`src/rtl/seq_nibble_adder.sv`:
```
// Iterative WIDTH-bit adder/subtractor: one 4-bit carry-lookahead slice is reused
// nibble by nibble, with the carry registered between nibbles.

module cla_4bit (
    input  logic [3:0] a,
    input  logic [3:0] b,
    input  logic       c_in,
    output logic [3:0] sum,
    output logic       c_out
);
    logic [3:0] g;
    logic [3:0] p;
    logic [4:0] c;

    assign g = a & b;
    assign p = a ^ b;

    // Carries are flattened so no carry ripples through the slice.
    assign c[0] = c_in;
    assign c[1] = g[0] | (p[0] & c_in);
    assign c[2] = g[1] | (p[1] & g[0]) | (p[1] & p[0] & c_in);
    assign c[3] = g[2] | (p[2] & g[1]) | (p[2] & p[1] & g[0]) | (p[2] & p[1] & p[0] & c_in);
    assign c[4] = g[3] | (p[3] & g[2]) | (p[3] & p[2] & g[1]) | (p[3] & p[2] & p[1] & g[0])
                | (p[3] & p[2] & p[1] & p[0] & c_in);

    assign sum   = p ^ c[3:0];
    assign c_out = c[4];
endmodule

// state | meaning
// IDLE  | waiting for start; result and flags hold the last operation
// RUN   | one nibble per cycle through the slice, idx selects the nibble
// DONE  | done pulse; result and flags valid, start ignored
module seq_nibble_adder #(
    parameter int WIDTH = 32
) (
    input  logic             clk,
    input  logic             rst_n,
    input  logic             start,
    input  logic             sub,
    input  logic [WIDTH-1:0] a,
    input  logic [WIDTH-1:0] b,
    output logic             busy,
    output logic             done,
    output logic [WIDTH-1:0] result,
    output logic             carry_out,
    output logic             overflow,
    output logic             zero
);
    localparam int N     = WIDTH / 4;
    localparam int IDX_W = $clog2(N);
    localparam logic [IDX_W-1:0] LAST_IDX = IDX_W'(N - 1);

    typedef enum logic [1:0] {
        IDLE = 2'd0,
        RUN  = 2'd1,
        DONE = 2'd2
    } state_t;

    state_t state, state_nxt;

    logic [WIDTH-1:0] a_q;
    logic [WIDTH-1:0] b_q;        // already inverted for subtract
    logic [IDX_W-1:0] idx;
    logic             carry_q;
    logic [3:0]       slice_a;
    logic [3:0]       slice_b;
    logic [3:0]       slice_sum;
    logic             slice_cout;
    logic [WIDTH-1:0] result_nxt;
    logic             accept;
    logic             last_nibble;

    assign slice_a     = a_q[4*idx +: 4];
    assign slice_b     = b_q[4*idx +: 4];
    assign accept      = (state == IDLE) && start;
    assign last_nibble = (state == RUN) && (idx == LAST_IDX);

    cla_4bit u_cla (
        .a     (slice_a),
        .b     (slice_b),
        .c_in  (carry_q),
        .sum   (slice_sum),
        .c_out (slice_cout)
    );

    always_comb begin
        result_nxt = result;
        result_nxt[4*idx +: 4] = slice_sum;
    end

    always_ff @(posedge clk or negedge rst_n) begin
        if (!rst_n) state <= IDLE;
        else        state <= state_nxt;
    end

    always_comb begin
        state_nxt = state;
        case (state)
            IDLE:    if (start) state_nxt = RUN;
            RUN:     if (idx == LAST_IDX) state_nxt = DONE;
            DONE:    state_nxt = IDLE;
            default: state_nxt = IDLE;
        endcase
    end

    always_ff @(posedge clk or negedge rst_n) begin
        if (!rst_n) begin
            a_q       <= '0;
            b_q       <= '0;
            idx       <= '0;
            carry_q   <= 1'b0;
            result    <= '0;
            carry_out <= 1'b0;
            overflow  <= 1'b0;
            zero      <= 1'b0;
            busy      <= 1'b0;
            done      <= 1'b0;
        end else begin
            busy <= (state_nxt != IDLE);
            done <= (state_nxt == DONE);
            if (accept) begin
                a_q     <= a;
                b_q     <= sub ? ~b : b;
                idx     <= '0;
                carry_q <= sub;
                result  <= '0;
            end else if (state == RUN) begin
                result  <= result_nxt;
                carry_q <= slice_cout;
                idx     <= idx + 1'b1;
                if (last_nibble) begin
                    carry_out <= slice_cout;
                    overflow  <= (a_q[WIDTH-1] == b_q[WIDTH-1])
                               && (result_nxt[WIDTH-1] != a_q[WIDTH-1]);
                    zero      <= ~|result_nxt;
                end
            end
        end
    end
endmodule

```
`config.mk`:
```
export PLATFORM = sky130hd
export DESIGN_NAME = seq_nibble_adder
export DESIGN_NICKNAME = d
export VERILOG_FILES = /design/src/rtl/seq_nibble_adder.sv
export SDC_FILE = /design/constraint.sdc
export NUM_CORES = 1
export LEC_CHECK = 0
export BUFFER_PORTS_ARGS = -buffer_cell sky130_fd_sc_hd__buf_2
export CAP_MARGIN = 20
export CORE_MARGIN = 2
export CORE_UTILIZATION = 51
export CTS_CLUSTER_DIAMETER = 50
export DETAILED_ROUTE_END_ITERATION = 7
export GPL_TIMING_DRIVEN = 0
export PLACE_DENSITY_LB_ADDON = 0.25
export SLEW_MARGIN = 10
export SYNTH_ARGS = -nofsm -noshare
export SYNTH_HDL_FRONTEND = slang
export SYNTH_SLANG_ARGS = --single-unit
```
`constraint.sdc`:
```
create_clock -name clk -period 4.8 [get_ports clk]
set_input_delay 0.96 -clock clk [delete_from_list [all_inputs] [get_ports clk]]
set_output_delay 0.96 -clock clk [all_outputs]
set_load 0.1 [all_outputs]
```
# [Yosys cells after proc, flatten, opt, wreduce, memory -nomap -nowiden]
# Index checks and enable logic that the tools add are counted.
[totals] output_inout_bits=37 elab_cells=73 register_bits=107 in_bits=68
[classes] eq_ne=5 bitwise_logic=31 shifts=4 n_reduce_logical=9 n_addsub=2 mux=11
[ops] operator="$mux W32" count=3
[ops] operator="$shiftx A32 B6 Y4" count=2
[ops] operator="$neg A5 Y34" count=1
[ops] operator="$shift A4 B34 Y32 const A" count=1
[ops] operator="$shiftx A4 B34 Y32" count=1
[ops] operator="$bwmux W32" count=1
[ops] operator="$not A32 Y32" count=1
[ops] operator="$reduce_or A32 Y1" count=1
[ops] operator="$and A1 B1 Y1" count=16
[ops] operator="$or A1 B1 Y1" count=10
[ops] operator="$xor A4 B4 Y4" count=2
[ops] operator="$mux W3" count=2
[ops] operator="$and A4 B4 Y4" count=1
[ops] operator="$mux W2" count=2
[ops] operator="$pmux W2 S2" count=1
[ops] operator="$reduce_bool A2 Y1" count=2
[ops] operator="$add A3 B1 Y3 const B" count=1
[ops] operator="$eq A3 B3 Y1 const B" count=1
[ops] operator="$logic_and A1 B1 Y1" count=3
[ops] operator="$reduce_and A3 Y1" count=1
[ops] operator="$eq A2 B1 Y1 const B" count=1
[ops] operator="$eq A2 B2 Y1 const B" count=1
[ops] operator="$logic_not A2 Y1" count=1
[ops] operator="$mux W1" count=2
[ops] operator="other kinds (4)" count=4

# [Depth between registers and ports, before layout]
[logic_depth] depth_word=11 mapped_depth=12 depth_no_buf=9

# [Hierarchy]
# From an unflattened synthesis, not the netlist that was laid out.
[hier_totals] hier_cells=539 area_unflattened_um2=5381.4
[by_module_without_submodules] module="seq_nibble_adder" cells_per_inst=522 n_inst=1 area_each_um2=5233.8 seq_area_each_um2=2677.6
[by_module_without_submodules] module="cla_4bit" cells_per_inst=17 n_inst=1 area_each_um2=147.6 seq_area_each_um2=0.0

# [Least setup slack after synthesis]
# No wires, ideal clock.
[synth_timing] kind="reg2reg" startpoint="reg idx[0]" endpoint="reg result[27]" path_buffers=2 path_slack_ps=1740 setup_time_ps=123 synth_period_minus_slack_ps=3060 path_stages_with_launch=12 required_time_ps=4677 arrival_time_ps=2937 path_cell_list="dfrtp_1 > buf_4 > buf_2 > mux4_2 > nand2_1 > nand2_1 > ha_1 > a211oi_1 > o21ai_0 > and3_1 > and2_1 > a22o_1"
[synth_between] elab_chain_len=11 elab_cells_between_ends=26 cone_classes="add/sub: 1; shift: 4; mux: 3; bitwise: 18"
[synth_lines] item="start, declared" line="64" rtl="logic [IDX_W-1:0] idx;"
[synth_lines] item="start signal, assigned" line="131" rtl="idx <= idx + 1'b1;"
[synth_lines] item="$shiftx A32 B6 Y4, on equally long branches" line="74, 75"
[synth_lines] item="$xor A4 B4 Y4 / $and A4 B4 Y4 (equally long branches)" line="16, 15"
[synth_lines] item="$and A1 B1 Y1" line="22" rtl="assign c[3] = g[2] | (p[2] & g[1]) | (p[2] & p[1] & g[0]) | (p[2] & p[1] & p[0] & c_in);"
[synth_lines] item="$or A1 B1 Y1 / $and A1 B1 Y1 (equally long branches) (2 in series)" line="22"
[synth_lines] item="$or A1 B1 Y1" line="22"
[synth_lines] item="$xor A4 B4 Y4" line="26" rtl="assign sum = p ^ c[3:0];"
[synth_lines] item="$shiftx A4 B34 Y32" line="89" rtl="result_nxt[4*idx +: 4] = slice_sum;"
[synth_lines] item="$bwmux W32 *" line="89"
[synth_lines] item="$mux W32 *" line="128" rtl="end else if (state == RUN) begin"
[synth_lines] item="$mux W32 *" line="122" rtl="if (accept) begin"
[synth_lines] item="end signal, assigned" line="129" rtl="result <= result_nxt;"
[synth_lines] item="end, declared" line="45" rtl="output logic [WIDTH-1:0] result,"
# Mark *: on every way between the ends. The rest lies on a longest branch, timed or not. The select of a mux whose other input is x is not followed.
# A chain may end at the register's enable or synchronous reset.

# [Worst setup path in the final report]
[layout_timing] startpoint="reg idx[0]" endpoint="reg result[14]"
# The elaborated chain is that of the path after synthesis.

==> impl_metrics.ini <==
[synth]
syn_nets = 612
netlist.area_leader.share_pct = 50.0
yosysSeqAreaShare_pct = 50.0
synthTopCellsByCount = nand2_1 (160), dfrtp_1 (107), o21ai_0 (44)
yosysUniqueCellTypes = 49
synth_area_per_cell_um2 = 10.1
ys_ff_latch = 107
yosysWarnings = 0
yosysTopAreaCell = dfrtp_1
synthArstFlopShare_pct = 100
synthTopCellsByArea = dfrtp_1 (50%), nand2_1 (11%), mux4_2 (6.7%), xnor2_1 (5.4%), a22o_1 (5.2%)
syn_inst = 531
synth_flop_cell = dfrtp_1
synth_area_um2 = 5360
synth_edf_count = 0
synth_most_common_cell = nand2_1

[clocking]
cts_max_path_buffers = 2
cts_buffers = 9
cts_setup_buffers = 0
postCtsHoldBufs = 0
cts_root_buf = clkbuf_8
cts_max_level = 3
cts_tree = yes
clk_pin_slew_ns = 0.11
cts_resized = 0
clock_latency_ns = 0.38
cts_sinks = 107

[drt]
drtIter0Drc = 221
via_per_inst = 5.55
wl_met2_um = 6090
drc_errors = 0
avgRoutedWirePerCell_um = 16.2
top_layer_used = met4
wl_met3_um = 494
ant_nets = 0
num_vias = 4369
routed_wl_um = 12700
met1_length_um = 5880
drt_first_pass_iters = 5

[worst_setup_path]
crit_top_cell = nand2_1
cp_num_buf_inv = 3
crit_path_max_incr_delay_ns = 0.56
cp_slowest_cell = mux4_2
path_max_fanout = 10
crit_path_end_kind = flip-flop
criticalPathCategory = reg -> reg
worstPathCellList = buf_4, buf_2, mux4_2, nand2_1, nand2_1, ha_1, a21o_1, a21oi_1, xnor2_1, and2_0, clkbuf_1, a22o_1
cp.arrival_ns = 3.99
crit_path_start_kind = flip-flop
cpLargestDelayFamily = buffers and inverters
cp.required_ns = 5.12
worst-r2r-setup-slack_ns = 1.13

[layout]
areaGrowthSynthToFinish_pct = 17.1
multi_input_area_um2 = 2500
layout.nets = 727
n_fill_cell = 911
drive_gt1_share_pct = 23.2
regArea_um2 = 2680
antenna_cells = 0

[timing]
fmax_ghz = 0.273
fin_tns_setup_ns = 0
finalCritPeriodShare_pct = 76.4
relSlewSlack_pct = 54.9
rsz0062_at_grt = no
slew_violations = 0
setup_viol = 0
finalHoldViolCount = 0
period_minus_slack_ns = 3.67
fin_skew_ns = 0.0177
max_slew.worst_pin.slew_ns = 0.676

[global_routing]
grt_pass1_wl_um = 21100
grt_usage_pct = 23.7
grt_pass1_vias = 4275
antenna_found_initial = 0
grt_max_degree = 70
grt-ovfl-total = 0

[job]
maxCapViolCount = 0

[floorplanning]
num_rows = 37
start_util_pct = 52.1
chipWidth_um = 106
die-area_um2 = 11300
die_y_um = 106
coreArea_um2 = 10300
ios = 105

[placed_design]
port_buffers = 103
dpl.hpwl_um = 9720
gp_congestion = 0.876

[hold_path]
worst_hold_path_type = in -> async

[outcome]
status = finished, final reports clean
-- final timing paths --
path	start	end	cells past startpoint
worst max register to register	idx[0]$_DFFE_PN0P_	result[14]$_DFFE_PN0P_	12
worst min register to register	zero$_DFFE_PN0P_	zero$_DFFE_PN0P_	2
worst min-delay path	rst_n	result[10]$_DFFE_PN0P_	1
max in group asynchronous	rst_n	b_q[6]$_DFFE_PN0P_	2
worst max-delay path	idx[0]$_DFFE_PN0P_	result[14]$_DFFE_PN0P_	12
min in group clk	zero$_DFFE_PN0P_	zero$_DFFE_PN0P_	2
-- through the flow --
stage                     hold WS (ns)  setup slack (ns)  area (µm²)  utilization, %  std cells
after floorplan                  0.440              1.74        5360               -        531
after global placement           0.455              1.18        6040            58.8        770
after detailed placement         0.462              1.16        6070            59.1        771
after CTS                        0.478              1.13        6270            61.0        787
after global routing             0.483             0.847        6270            61.0        787
final                            0.468              1.13        6270            61.0        787
-- cell usage in the layout (no fill, tap or decap), types with 3 or more instances in the layout --
cell | Yosys | routed
and2_1 | 4 | 4
inv_1 | 6 | 6
nor4_1 | 7 | 7
a31oi_1 | 5 | 5
nand2_1 | 160 | 160
and2_0 | 3 | 3
dfrtp_1 | 107 | 107
a211oi_1 | 4 | 4
buf_6 | 2 | 3
clkbuf_1 | 21 | 21
nor3_1 | 3 | 3
nand2b_1 | 3 | 3
buf_2 | 6 | 108
o21ai_0 | 44 | 44
or3_1 | 3 | 3
nand4b_1 | 3 | 3
clkbuf_8 | 0 | 9
nor2_1 | 13 | 13
ha_1 | 12 | 12
xnor2_1 | 33 | 33
a21oi_1 | 6 | 6
a41oi_1 | 4 | 4
mux4_2 | 16 | 16
a22o_1 | 32 | 32
o31ai_1 | 3 | 3
-- state kept, by name, indices dropped and copies added (netlist names) --
register / cells
a_q: 32
idx: 3
carry_out: 1
state: 2
result: 32
busy: 1
overflow: 1
done: 1
carry_q: 1
b_q: 32
zero: 1
-- cell families after synthesis --
logic type / synth area share (%)
adder cells (fa/ha/maj): 3.18
XOR/XNOR: 5.56
multiplexers: 6.73
buffers and inverters: 3.22
flip-flops: 50.0
AND/OR/NAND/NOR: 17.1
AO/OA/AOI/OAI: 14.2
-- worst reg2reg max path, cell delays in order (launching register included) --
cell	delay (ns)
dfrtp_1	0.51
buf_4	0.29
buf_2	0.38
mux4_2	0.57
nand2_1	0.10
nand2_1	0.11
ha_1	0.34
a21o_1	0.12
a21oi_1	0.07
xnor2_1	0.46
and2_0	0.19
clkbuf_1	0.26
a22o_1	0.21
-- cell type report --
cell class              count  area share [%]
plain buffers              32            2.33
multi-input cells         385            39.9
repair buffers            104            8.76
flip-flops and latches    107            42.7
well taps                 136            2.71
clock buffers               9            1.98
clock inverters             7            1.16
inverters                   7           0.419
-- per-layer routing --
layer  vias to the layer above  track usage [%]
li1                       2072                -
met1                      2149             33.3
met2                       125             37.8
met3                        23             3.31
met4                         0             9.00
met5                         -                0
Power is left out: the tool's default activity adds up to more than one toggle a clock period on the data nets, which glitch-free logic cannot reach.
